==> src/rtl/cmd_pwm_driver.sv <==
// Differential PWM motor driver: speed/steer mixing, period-aligned duty, reversal dead time.
// Optional command watchdog (sticky fault + forced OFF) is built when CMD_WDT_EN is defined.
module cmd_pwm_driver #(
  parameter int CMD_L   = 4,
  parameter int CENTER  = 8,
  parameter int PRESC   = 4,
  parameter int DEAD_T  = 8,
  parameter int WDT_CYC = 1000
) (
  input  logic             clk,
  input  logic             rst,
  input  logic             en,
  input  logic [CMD_L-1:0] speed_cmd,
  input  logic [CMD_L-1:0] dir_cmd,
  input  logic             cmd_stb,
  output logic             pwm_l,
  output logic             pwm_r,
  output logic             dir_l,
  output logic             dir_r,
  output logic             period_sync,
  output logic             fault
);

  localparam int MAX = 2**CMD_L - 1;
  localparam int MW  = CMD_L + 2;
  localparam int PW  = (PRESC > 1) ? $clog2(PRESC) : 1;
  localparam int DW  = (DEAD_T > 0) ? $clog2(DEAD_T + 1) : 1;
  localparam logic signed [MW-1:0] CENTER_S = MW'(CENTER);

  typedef enum logic [1:0] {ST_OFF, ST_RUN, ST_DEAD} state_t;
  typedef struct packed {
    logic             dir;
    logic [CMD_L-1:0] mag;
  } req_t;

  // Sign becomes the direction request; magnitude saturates at full scale.
  function automatic req_t mix_sat(input logic signed [MW-1:0] v);
    req_t       r;
    logic [MW-1:0] a;
    a     = v[MW-1] ? $unsigned(-v) : $unsigned(v);
    r.dir = v[MW-1];
    r.mag = (a > MW'(MAX)) ? CMD_L'(MAX) : a[CMD_L-1:0];
    return r;
  endfunction

  logic [PW-1:0]    r_presc;
  logic [CMD_L-1:0] r_pwm_cnt;
  logic             r_period_sync;
  logic             w_tick;
  logic             w_boundary;

  assign w_tick     = (r_presc == PW'(PRESC - 1));
  assign w_boundary = w_tick && (r_pwm_cnt == CMD_L'(MAX - 1));

  always_ff @(posedge clk) begin
    if (rst) begin
      r_presc       <= '0;
      r_pwm_cnt     <= '0;
      r_period_sync <= 1'b0;
    end else begin
      // NOTE: state uses <= so every register samples pre-edge values; = here would chain updates.
      r_presc <= w_tick ? '0 : r_presc + 1'b1;
      if (w_tick) r_pwm_cnt <= w_boundary ? '0 : r_pwm_cnt + 1'b1;
      r_period_sync <= w_boundary;
    end
  end

  logic signed [MW-1:0] w_speed;
  logic signed [MW-1:0] w_diff;
  logic signed [MW-1:0] w_mix_l;
  logic signed [MW-1:0] w_mix_r;
  req_t                 w_req [2];

  always_comb begin
    w_speed  = signed'(MW'(speed_cmd));
    w_diff   = signed'(MW'(dir_cmd)) - CENTER_S;
    w_mix_l  = w_speed + w_diff;
    w_mix_r  = w_speed - w_diff;
    w_req[0] = mix_sat(w_mix_l);
    w_req[1] = mix_sat(w_mix_r);
  end

  logic w_force_off;

`ifdef CMD_WDT_EN
  localparam int WW = $clog2(WDT_CYC + 1);

  logic [WW-1:0] r_wdt;
  logic          r_fault;
  logic          w_trip;

  // Trip on the same edge the count reaches WDT_CYC so drive is cut without extra latency.
  assign w_trip = en && !cmd_stb && (r_wdt == WW'(WDT_CYC - 1));

  always_ff @(posedge clk) begin
    if (rst) begin
      r_wdt   <= '0;
      r_fault <= 1'b0;
    end else begin
      if (cmd_stb || !en)            r_wdt <= '0;
      else if (r_wdt != WW'(WDT_CYC)) r_wdt <= r_wdt + 1'b1;
      if (cmd_stb)     r_fault <= 1'b0;
      else if (w_trip) r_fault <= 1'b1;
    end
  end

  assign w_force_off = r_fault || w_trip;
  assign fault       = r_fault;
`else
  logic w_unused;

  assign w_unused    = cmd_stb | (WDT_CYC < 1);
  assign w_force_off = 1'b0;
  assign fault       = 1'b0;
`endif

  logic w_run_ok;

  assign w_run_ok = en && !w_force_off;

  state_t           r_state    [2];
  logic [CMD_L-1:0] r_duty     [2];
  logic             r_dir      [2];
  logic             r_req_dir  [2];
  logic [DW-1:0]    r_dead_cnt [2];
  logic             r_pwm      [2];

  always_ff @(posedge clk) begin
    if (rst) begin
      for (int i = 0; i < 2; i++) begin
        r_state[i]    <= ST_OFF;
        r_duty[i]     <= '0;
        r_dir[i]      <= 1'b0;
        r_req_dir[i]  <= 1'b0;
        r_dead_cnt[i] <= '0;
        r_pwm[i]      <= 1'b0;
      end
    end else begin
      for (int i = 0; i < 2; i++) begin
        r_pwm[i] <= w_run_ok && (r_state[i] == ST_RUN) && (r_pwm_cnt < r_duty[i]);
        if (w_boundary) r_req_dir[i] <= w_req[i].dir;

        if (!w_run_ok) begin
          r_state[i] <= ST_OFF;
          r_duty[i]  <= '0;
        end else begin
          case (r_state[i])
            ST_OFF: begin
              // A pending reversal enters RUN dark and takes the dead-time path next period.
              if (w_boundary) begin
                r_state[i] <= ST_RUN;
                r_duty[i]  <= (w_req[i].dir == r_dir[i] || w_req[i].mag == '0) ? w_req[i].mag : '0;
              end
            end
            ST_RUN: begin
              if (w_boundary) begin
                if (w_req[i].dir == r_dir[i] || w_req[i].mag == '0) begin
                  r_duty[i] <= w_req[i].mag;
                end else begin
                  r_state[i]    <= ST_DEAD;
                  r_dead_cnt[i] <= DW'(DEAD_T);
                  r_duty[i]     <= '0;
                end
              end
            end
            ST_DEAD: begin
              if (r_dead_cnt[i] <= DW'(1)) begin
                r_dir[i]      <= r_req_dir[i];
                r_state[i]    <= ST_RUN;
                r_dead_cnt[i] <= '0;
              end else begin
                r_dead_cnt[i] <= r_dead_cnt[i] - 1'b1;
              end
            end
            default: r_state[i] <= ST_OFF;
          endcase
        end
      end
    end
  end

  assign pwm_l       = r_pwm[0];
  assign pwm_r       = r_pwm[1];
  assign dir_l       = r_dir[0];
  assign dir_r       = r_dir[1];
  assign period_sync = r_period_sync;

endmodule

==> config.mk <==
export PLATFORM = sky130hd
export DESIGN_NAME = cmd_pwm_driver
export DESIGN_NICKNAME = d
export VERILOG_FILES = /design/src/rtl/cmd_pwm_driver.sv
export SDC_FILE = /design/constraint.sdc
export NUM_CORES = 1
export LEC_CHECK = 0
export CORE_MARGIN = 2
export CORE_UTILIZATION = 55
export CTS_CLUSTER_SIZE = 40
export DETAILED_ROUTE_END_ITERATION = 6
export GPL_ROUTABILITY_DRIVEN = 0
export PLACE_DENSITY_LB_ADDON = 0.15
export SLEW_MARGIN = 40
export SYNTH_ARGS = -nofsm -noshare
export SYNTH_HDL_FRONTEND = slang
export SYNTH_SLANG_ARGS = --single-unit
==> constraint.sdc <==
create_clock -name clk -period 6 [get_ports clk]
set_clock_uncertainty 0.2 [all_clocks]
set_input_delay 1.2 -clock clk [delete_from_list [all_inputs] [get_ports clk]]
set_output_delay 1.2 -clock clk [all_outputs]
set_load 0.05 [all_outputs]
Word level (Yosys, flattened, before mapping) --
Memory sizes are Yosys's and may differ from the RTL's. Index checks and enable logic that the tools add are counted.
Operators by class: add/subtract/negate cells 9, $lt $le $gt $ge 6, eq/ne operators 8, muxes and demuxes 106, bitwise logic cells 30, reduce and logical (&&, ||, !) cells 14
Operators by type and width (count):
- 4-bit 2-to-1 mux | 19
- 1-bit 2-to-1 mux | 75
- 1-bit bitwise OR | 30
- 2-bit 2-to-1 mux | 10
- 6-bit by 4-bit greater-than comparator with 1-bit output, second input constant | 2
- 6-bit 2-to-1 mux | 2
- 6-bit negation | 2
- 4-bit by 1-bit less-or-equal comparator with 1-bit output, second input constant | 2
- 4-bit logical NOT | 2
- 4-bit less-than comparator | 2
- 4-bit by 1-bit subtractor with 4-bit output, second input constant | 2
- 5-bit by 5-bit adder with 6-bit output | 1
- 2-bit == test, second input constant | 3
- 3-bit OR reduction | 2
- 5-bit by 5-bit subtractor with 6-bit output | 1
- 1-bit logical AND | 5
- 4-bit by 4-bit subtractor with 5-bit output, second input constant | 1
- 4-bit by 1-bit adder with 4-bit output, second input constant | 1
- 2-bit by 1-bit == test with 1-bit output, second input constant | 2
- 4-bit == test, second input constant | 1
- 2-bit logical NOT | 2
- 2-bit by 1-bit adder with 2-bit output, second input constant | 1
- 1-bit == test | 2
- 1-bit logical OR | 2
- 2-bit OR reduction | 1
Word-level totals: register bits after elaboration 7, RAM bits 26, input bits 12, output and inout port bits 6, word-level logic and storage cells 182, memories 6
Memories:
- r_dead_cnt | depth 2, width 4, rd ports 2, clocked after Yosys merged registers in 0, write ports 2, RTL line 125 | logic [DW-1:0] r_dead_cnt [2];
- r_duty | depth 2, width 4, rd ports 2, clocked after Yosys merged registers in 0, write ports 2, RTL line 122 | logic [CMD_L-1:0] r_duty [2];
- r_state | depth 2, width 2, rd ports 2, clocked after Yosys merged registers in 0, write ports 2, RTL line 121 | state_t r_state [2];
- r_dir | depth 2, width 1, rd ports 2, clocked after Yosys merged registers in 0, write ports 2, RTL line 123 | logic r_dir [2];
- r_pwm | depth 2, width 1, rd ports 2, clocked after Yosys merged registers in 0, write ports 2, RTL line 126 | logic r_pwm [2];
- r_req_dir | depth 2, width 1, rd ports 2, clocked after Yosys merged registers in 0, write ports 2, RTL line 124 | logic r_req_dir [2];

Depth between registers and ports, before layout --
depth after elaboration 17, gate-level depth with buffers 12

Worst setup path before layout --
OpenSTA, ideal clock, no wires.
path type input-to-reg, start point in speed_cmd[0], end point mem r_dead_cnt[0][0] (netlist bit), enable pin, library setup time 0.273 ns, arrival 3.564 ns, required time 5.527 ns, setup slack 1.963 ns, stages 11, buffers on the path 0, cell sequence ha_1 > fa_1 > inv_1 > ha_1 > or2_2 > a211o_1 > nor3_1 > o31a_1 > or3_1 > inv_1 > or3_1
RTL lines:
- start: declaration | RTL line 13 | input logic [CMD_L-1:0] speed_cmd,
- end: declaration | RTL line 125

==> flow_summary_export.csv <==
group,metric,value,unit
logic_synthesis,synthTopCellsByArea,"edfxtp_1, ha_1, dfxtp_1",
hold_path,hold_class,"register to register",
finish,final_cell_mix,"ha_1, nor2_1, edfxtp_1, inv_1, clkdlybuf4s50_1",
logic_synthesis,postSynthAreaPerCell,9.550,um2
clocking,hold_buffers,0,
clocking,path_clk_slew,70,ps
timing,final-setup-viol-count,0,
critical_path,crit_fanout,11,
clocking,cts_made_buffers,5,
floorplanning,top_level_ports,18,
route,post-route-drc-count,0,
logic_synthesis,synth_area,2521,um2
clocking,cts_sinks,33,
logic_synthesis,synth_nets,303,
hold_path,min_from,"r_presc[0]",
grt,grt_first_pass_wirelength,8252,um
route,via_count,1918,
route,drt-pass1-iter-count,4,
place,io_buffers,15,
logic_synthesis,synth-edff-count,24,
floorplanning,die_h,71.71,um
finish,drive_gt1_share,6.786,%
finish,final_common_cell,"ha_1",
place,dp_hpwl,3699,um
timing,tightest_slew,738.1,ps
outcome,status,"completed",
grt,antenna_found_initial,0,
run,timing.max_cap.violations,0,
clocking,htree_levels,2,
power_and_ir_drop,leakage,1.119,nW
logic_synthesis,synthArstFlopShare,0,%
finish,layout.nets,318,
timing,hold_viol_final,0,
critical_path,critPathArrivalTime,4410,ps
finish,area_growth,11.02,%
logic_synthesis,synth_top_area_cell,"edfxtp_1",
timing,fmax,217.7,MHz
timing,hold_ws,226.7,ps
critical_path,critPathKind,"input port to register",
route,drt_wl_total,4684,um
finish,fin_cells,332,
timing,setup_ws,1407,ps
floorplanning,die_w,71.71,um
power_and_ir_drop,power,0.6180,mW
floorplanning,core_area,4384,um2
clocking,cts_max_path_buffers,2,
route,first_iter_violations,128,
critical_path,r2r_start,"r_presc[0]",
route,via_per_inst,5.777,
logic_synthesis,yosysWarnings,0,
route,ant_nets,0,
floorplanning,start_util,57.51,%
logic_synthesis,netlist.area_leader.share,28.59,%
place,pre_cts_slack,1148,ps
critical_path,critical_path_required,5820,ps
logic_synthesis,ys_ff_latch,33,
power_and_ir_drop,ir_drop,0.0001217,V
grt,grt.total_usage,20.37,%
clocking,post-cts-setup-buffers,0,
route,routedWlPerCell,14.11,um
timing,rsz0062_at_grt,"no",
timing,final.period_utilization,76.54,%
timing,fin_crit,4593,ps
timing,slew_headroom,50.62,%
clocking,clk_latency,280,ps
logic_synthesis,yosysUniqueCellTypes,60,
logic_synthesis,ys_seq_area_share,35.73,%
clocking,cts-root-buf,"clkbuf_8",
timing,fin_setup_tns,0,ps
grt,overflow,0,
logic_synthesis,synth_ff_type,"edfxtp_1",
grt,grt_pass1_vias,1847,
power_and_ir_drop,p_per_area,220.8,nW/um2
clocking,cts_resized,0,
clocking,cts_tree,"yes",
finish,diodes,0,
timing,drv_slew,0,
critical_path,cp-start-kind,"input port",
critical_path,cp-end-kind,"register",
floorplanning,rows,24,
place,place_inst,324,
grt,grt_max_degree,13,
critical_path,worst_setup_path_startpoint,"dir_cmd[3]",
logic_synthesis,synthCells,264,
floorplanning,die_area,5142,um2
where the power goes:
group	switching (mW)	internal [mW]
clock network	0.0797	0.123
logic	0.0925	0.0625
registers	0.00680	0.254
metal layers:
metal	global-route usage, %	wire, um	vias to the layer above
met3	3.797	167	7
met1	28.28	2340	888
li1	-	-	984
met5	0	0	-
met2	32.41	2110	39
met4	6.289	64	0
state kept, by name, summed over array words and instances (netlist names):
register / cells
period_sync: 1
r_presc: 2
r_dir: 2
r_pwm_cnt: 4
r_state: 4
r_pwm: 2
r_dead_cnt: 8
r_duty: 8
r_req_dir: 2
synth_stat cells (all sizes together), types with 2 or more instances:
library cell  number
nor4               2
inv               22
a211oi             5
o22ai              2
a21o               2
nor2b              5
ha                25
edfxtp            24
nand3              7
nor3b              2
or3                4
nand4              4
fa                 2
nand2b             8
a21boi             3
dfxtp              9
or2                3
a41oi              2
nor2              25
o21ai              9
xor2               9
nand2             12
clkbuf             2
xnor2              9
and3               2
a21oi             15
and2               4
nand3b             3
mux2i              3
buf                5
nor3              12
o31a               2
and4b              2
worst max-delay path, stage by stage:
cell	delay, ps
clkdlybuf4s50_1	770
inv_1	240
ha_1	430
nor2b_1	170
a21oi_1	220
xnor2_1	120
o311ai_0	360
o31a_1	240
or3_1	160
inv_1	80
or3_1	420
per-stage QoR:
step | cell area, um2 | util [%]
after floorplan | 2521 | -
after global placement | 2693 | 61.42
after detailed placement | 2693 | 61.42
after CTS | 2799 | 63.84
after global routing | 2799 | 63.84
final | 2799 | 63.84
area by class of cell:
cell class	instances	area, um2
fillers	368	1585
well taps	52	65.06
multi-input cells	202	1494
flip-flops and latches	33	900.9
clock buffers	6	72.57
repair buffers	15	150.1
clock inverters	2	33.78
inverters	22	82.58
logic make-up after synthesis:
group	count (synthesis)	synth area share (%)
xor+xnor	18	6.551
buf+inv	29	5.012
other cells	1	0.1487
simple gates	98	20.79
mux	3	1.191
compound gates	55	16.58
flops	33	35.73
fa+ha+maj	27	14.00
worst paths after layout:
kind,to,slack (ps),cells after the start
worst max-delay path,r_dead_cnt[0][1],1410,11
worst min-delay path,r_presc[0],230,1
worst max register to register,r_dead_cnt[0][1],3680,5
worst min register to register,r_presc[0],230,1
(Power assumes the default switching activity.)
==> RTL change 1: new RTL, same flow settings <==
Change the parameter `CMD_L` from 4 to 6.
--- a/src/rtl/cmd_pwm_driver.sv
+++ b/src/rtl/cmd_pwm_driver.sv
@@ -3,3 +3,3 @@
 module cmd_pwm_driver #(
-  parameter int CMD_L   = 4,
+  parameter int CMD_L   = 6,
   parameter int CENTER  = 8,
Interface: changed (resized dir_cmd and speed_cmd); port bits go from 18 to 22. The function was not compared with the original's and may differ.
==> RTL change 1 against the unedited design <==
  * Non-clock buffer count up 4
  * Count of clock-buffer cells in the layout up 1
  * Design area up 34%
  * Routed wire length up 50%
  * Worst setup slack worse by 0.76 ns
  * Sequential cell count up 6
  * Die area up 34%
  * Synthesized area up 36%
  * Cell count up 39%
  * Largest power group unchanged
  * Core utilization down 1.4 points
  * Sequential share of layout area down 3.8 points
  * Total power up 20%
==> RTL change 1: results (changes against the unedited design) <==
| Metric | Value |
|---|---|
| Reg2reg setup slack | `2.52 ns (-1.16 ns)` |
| Share of layout cells above drive strength 1 | `0.0801 (+0.0122)` |
| Outcome | `finished, final reports clean` |
| Largest cells by area after synthesis | `edfxtp_1 25%, ha_1 12%, dfxtp_1 6.4%` |
| Largest registers | `r_duty: 12 flops, r_dead_cnt: 8 flops, r_pwm_cnt: 6 flops` |
| Pleak | `1.45 nW (+30%)` |
| Vias in the first global route | `2,694 (+46%)` |
| Synth Net Count | `419 (+38%)` |
| WL/cell | `15.2 um (+7.9%)` |
| GRT Overall Usage | `0.213 (+0.00925)` |
| Crit-path max FO | `15 (+4)` |
| Vias post-DR | `2,783 (+45%)` |
| Rel. slew slack | `0.468 (-0.0386)` |
| Fmax | `187 MHz (-14%)` |
| Post-synthesis share of cell area spent on xor and xnor gates | `0.0580 (-0.00752)` |
| Net Sw Frac | `0.349 (+0.0596)` |
| Sequential area share after synthesis | `0.309 (-0.0481)` |
| Post-synth EDFFs | `28 (+17%)` |
| Worst Path Arrival | `5.19 ns (+0.78 ns)` |
| Placed wire-length estimate | `5600 um (+51%)` |
| Fin nets | `436 (+37%)` |
| First-pass GRT wire length | `12,300 um (+49%)` |
| Reg2Reg Depth | `9 (+4)` |
| Starting DRT DRC Count | `129 (+0.78%)` |
| Multiplexer area fraction after synthesis | `0.0120 (+0.000124)` |
## RTL change 1: stage by stage
| step | worst slack, ns | power (W) | hold WS [ns] | cell area, sq um | std cells |
|---|---|---|---|---|---|
| floorplan | 1.62 | 0.000518 | 0.204 | 3430 | 369 |
| global placement | 0.445 | 0.000568 | 0.212 | 3660 | 454 |
| detailed placement | 0.384 | 0.000575 | 0.227 | 3660 | 454 |
| CTS | 0.681 | 0.000744 | 0.237 | 3740 | 462 |
| global route | 0.302 | 0.000788 | 0.264 | 3740 | 462 |
| finish | 0.652 | 0.000744 | 0.229 | 3740 | 462 |
## RTL change 1: kinds of logic after synthesis
logic type,Yosys count
and+or+nand+nor,147
AOI/OAI and AO/OA,85
DFF,39
buffers and inverters,38
adders and majority gates,34
xor gates and xnor gates,21
muxes,4
other,1
## RTL change 1: cell type report
type / instances / area (sq um)
Clock inverter: 1 / 5.00
Sequential cell: 39 / 1060
Tap cell: 75 / 93.8
Clock buffer: 7 / 76.3
Fill cell: 513 / 2250
Timing Repair Buffer: 19 / 190
Multi-Input combinational cell: 292 / 2200
Inverter: 29 / 111
## RTL change 1: per-layer routing
layer / vias up / wire, um / global-route usage
met3: 6 / 204 / 0.0258
met4: 0 / 65 / 0.0492
met1: 1321 / 3180 / 0.269
li1: 1400 / - / -
met2: 56 / 3590 / 0.387
met5: - / 0 / 0
## RTL change 1: worst max path at each step
stage | from | cells after the start | end | slack [ns]
2_1_floorplan | speed_cmd[0] | 13 | r_dead_cnt[1][0] | 1.62
3_3_place_gp | dir_cmd[3] | 13 | r_dead_cnt[1][0] | 0.45
3_5_place_dp | dir_cmd[3] | 13 | r_dead_cnt[1][1] | 0.38
4_1_cts | dir_cmd[3] | 13 | r_dead_cnt[1][0] | 0.68
5_1_grt | dir_cmd[3] | 13 | r_dead_cnt[1][1] | 0.30
6_report | dir_cmd[3] | 14 | r_duty[1][5] | 0.65
## RTL change 1: power groups by stage
stage	logic [W]	clock network [W]	registers (W)
3_3_place_gp	0.000254	0	0.000314
5_1_grt	0.000293	0.000185	0.000311
4_1_cts	0.000262	0.000174	0.000309
3_5_place_dp	0.000260	0	0.000315
6_report	0.000262	0.000173	0.000309
2_1_floorplan	0.000203	0	0.000315
## RTL change 1: critical path: stages
cell	delay [ns]
clkdlybuf4s50_1	0.53
inv_1	0.08
ha_1	0.21
xor2_1	0.17
ha_1	0.61
clkinv_1	0.34
nor3_1	0.41
a211oi_2	0.15
o311ai_0	0.48
o221ai_1	0.23
and3_1	0.24
and2_1	0.18
a21o_1	0.18
and3_1	0.18
==> RTL change 2: new RTL, same flow settings <==
Without the edit above. Put a register stage on the outputs `pwm_l`, `pwm_r`, `dir_l` and `dir_r`, cleared by the reset. The values now appear one clock later. The other outputs are not delayed to match.
--- a/src/rtl/cmd_pwm_driver.sv
+++ b/src/rtl/cmd_pwm_driver.sv
@@ -181,6 +181,15 @@
 
-  assign pwm_l       = r_pwm[0];
-  assign pwm_r       = r_pwm[1];
-  assign dir_l       = r_dir[0];
-  assign dir_r       = r_dir[1];
+  always_ff @(posedge clk) begin
+    if (rst) begin
+      pwm_l <= '0;
+      pwm_r <= '0;
+      dir_l <= '0;
+      dir_r <= '0;
+    end else begin
+      pwm_l <= r_pwm[0];
+      pwm_r <= r_pwm[1];
+      dir_l <= r_dir[0];
+      dir_r <= r_dir[1];
+    end
+  end
   assign period_sync = r_period_sync;
Formal check against the unedited RTL: no difference found for any inputs over 10 cycles, from zero or initial values and one cycle with rst high; that may be too few to reach the edited logic, so the function may still have changed.
==> RTL change 2 against the unedited design <==
  * Maximum frequency fell by 3.1%
  * Total power rose by 7.0%
  * Routed wire length rose by 16%
  * Design area rose by 13%
  * Worst hold slack barely moved
  * Synthesized area rose by 13%
  * Worst setup slack got worse by 0.15 ns
  * Sequential cell count rose by 4
  * Critical path type unchanged
==> RTL change 2: results (changes against the unedited design) <==
| Metric | Value |
|---|---|
| Logic inverters | `31 (+41%)` |
| Largest net degree at the start of global routing | `19 (+6)` |
| Finished Core Util | `0.626 (-0.0129)` |
| Outcome | `finished, final reports clean` |
| WL met1 | `2490 um (+6.5%)` |
| Crit-path max FO | `5 (-6)` |
| Sequential area share after synthesis | `0.344 (-0.0132)` |
| Via density | `5.67 (-1.8%)` |
| Starting DRT DRC Count | `139 (+8.6%)` |
| Placed wire-length estimate | `4320 um (+17%)` |
| CP max stage cell | `or4_1` |
| Most common library cells after synthesis | `36 x nor2_1, 31 x inv_1, 25 x ha_1, 24 x edfxtp_1, 23 x nand2_1` |
| Share of layout cells above drive strength 1 | `0.0725 (+0.00465)` |
| Non-clock buffer share of cell area | `0.0500 (-0.00366)` |
| Worst Path Arrival | `4.63 ns (+0.22 ns)` |
| Final hold slack | `0.227 ns (+0.000368 ns)` |
| Clk tree area frac | `0.0345 (-0.00349)` |
| Chip width | `76.0 um (+6.0%)` |
| First-pass GRT wire length | `9580 um (+16%)` |
| CP max stage delay | `0.58 ns (-0.19 ns)` |
| Largest cells by area after synthesis | `edfxtp_1 25%, ha_1 11%, dfxtp_1 9.1%` |
| Non-clk bufs | `16 (+1)` |
| Clk_lat worst skew | `0.30 ns (+0.02 ns)` |
| Routed met3 length | `173 um (+3.6%)` |
| Multi-input gate share of total cell area | `0.540 (+0.00611)` |
## RTL change 2: cell count changes in the layout (fill, tap and decap cells not counted), sizes merged, moves of 4 or more
cell,delta
a21oi,-4
dfxtp,+4
inv,+10
nand2,+11
nor2,+12
o31ai,+4
## RTL change 2: final timing paths
kind,end,cells after the start
hold / removal,r_presc[0],1
setup reg to reg,r_dead_cnt[0][0],8
hold reg to reg,r_presc[0],1
setup / recovery,r_duty[1][1],14
## RTL change 2: kinds of logic (layout without fill, tap and decap cells)
| group | after synthesis | count (layout) | synth area share |
|---|---|---|---|
| muxes | 6 | 6 | 0.0224 |
| adders and majority gates | 27 | 27 | 0.124 |
| and+or+nand+nor | 120 | 120 | 0.209 |
| buffers and inverters | 40 | 55 | 0.0584 |
| xor gates and xnor gates | 16 | 16 | 0.0544 |
| DFF | 37 | 37 | 0.344 |
| other | 1 | 1 | 0.00132 |
| AOI/OAI and AO/OA | 69 | 69 | 0.187 |
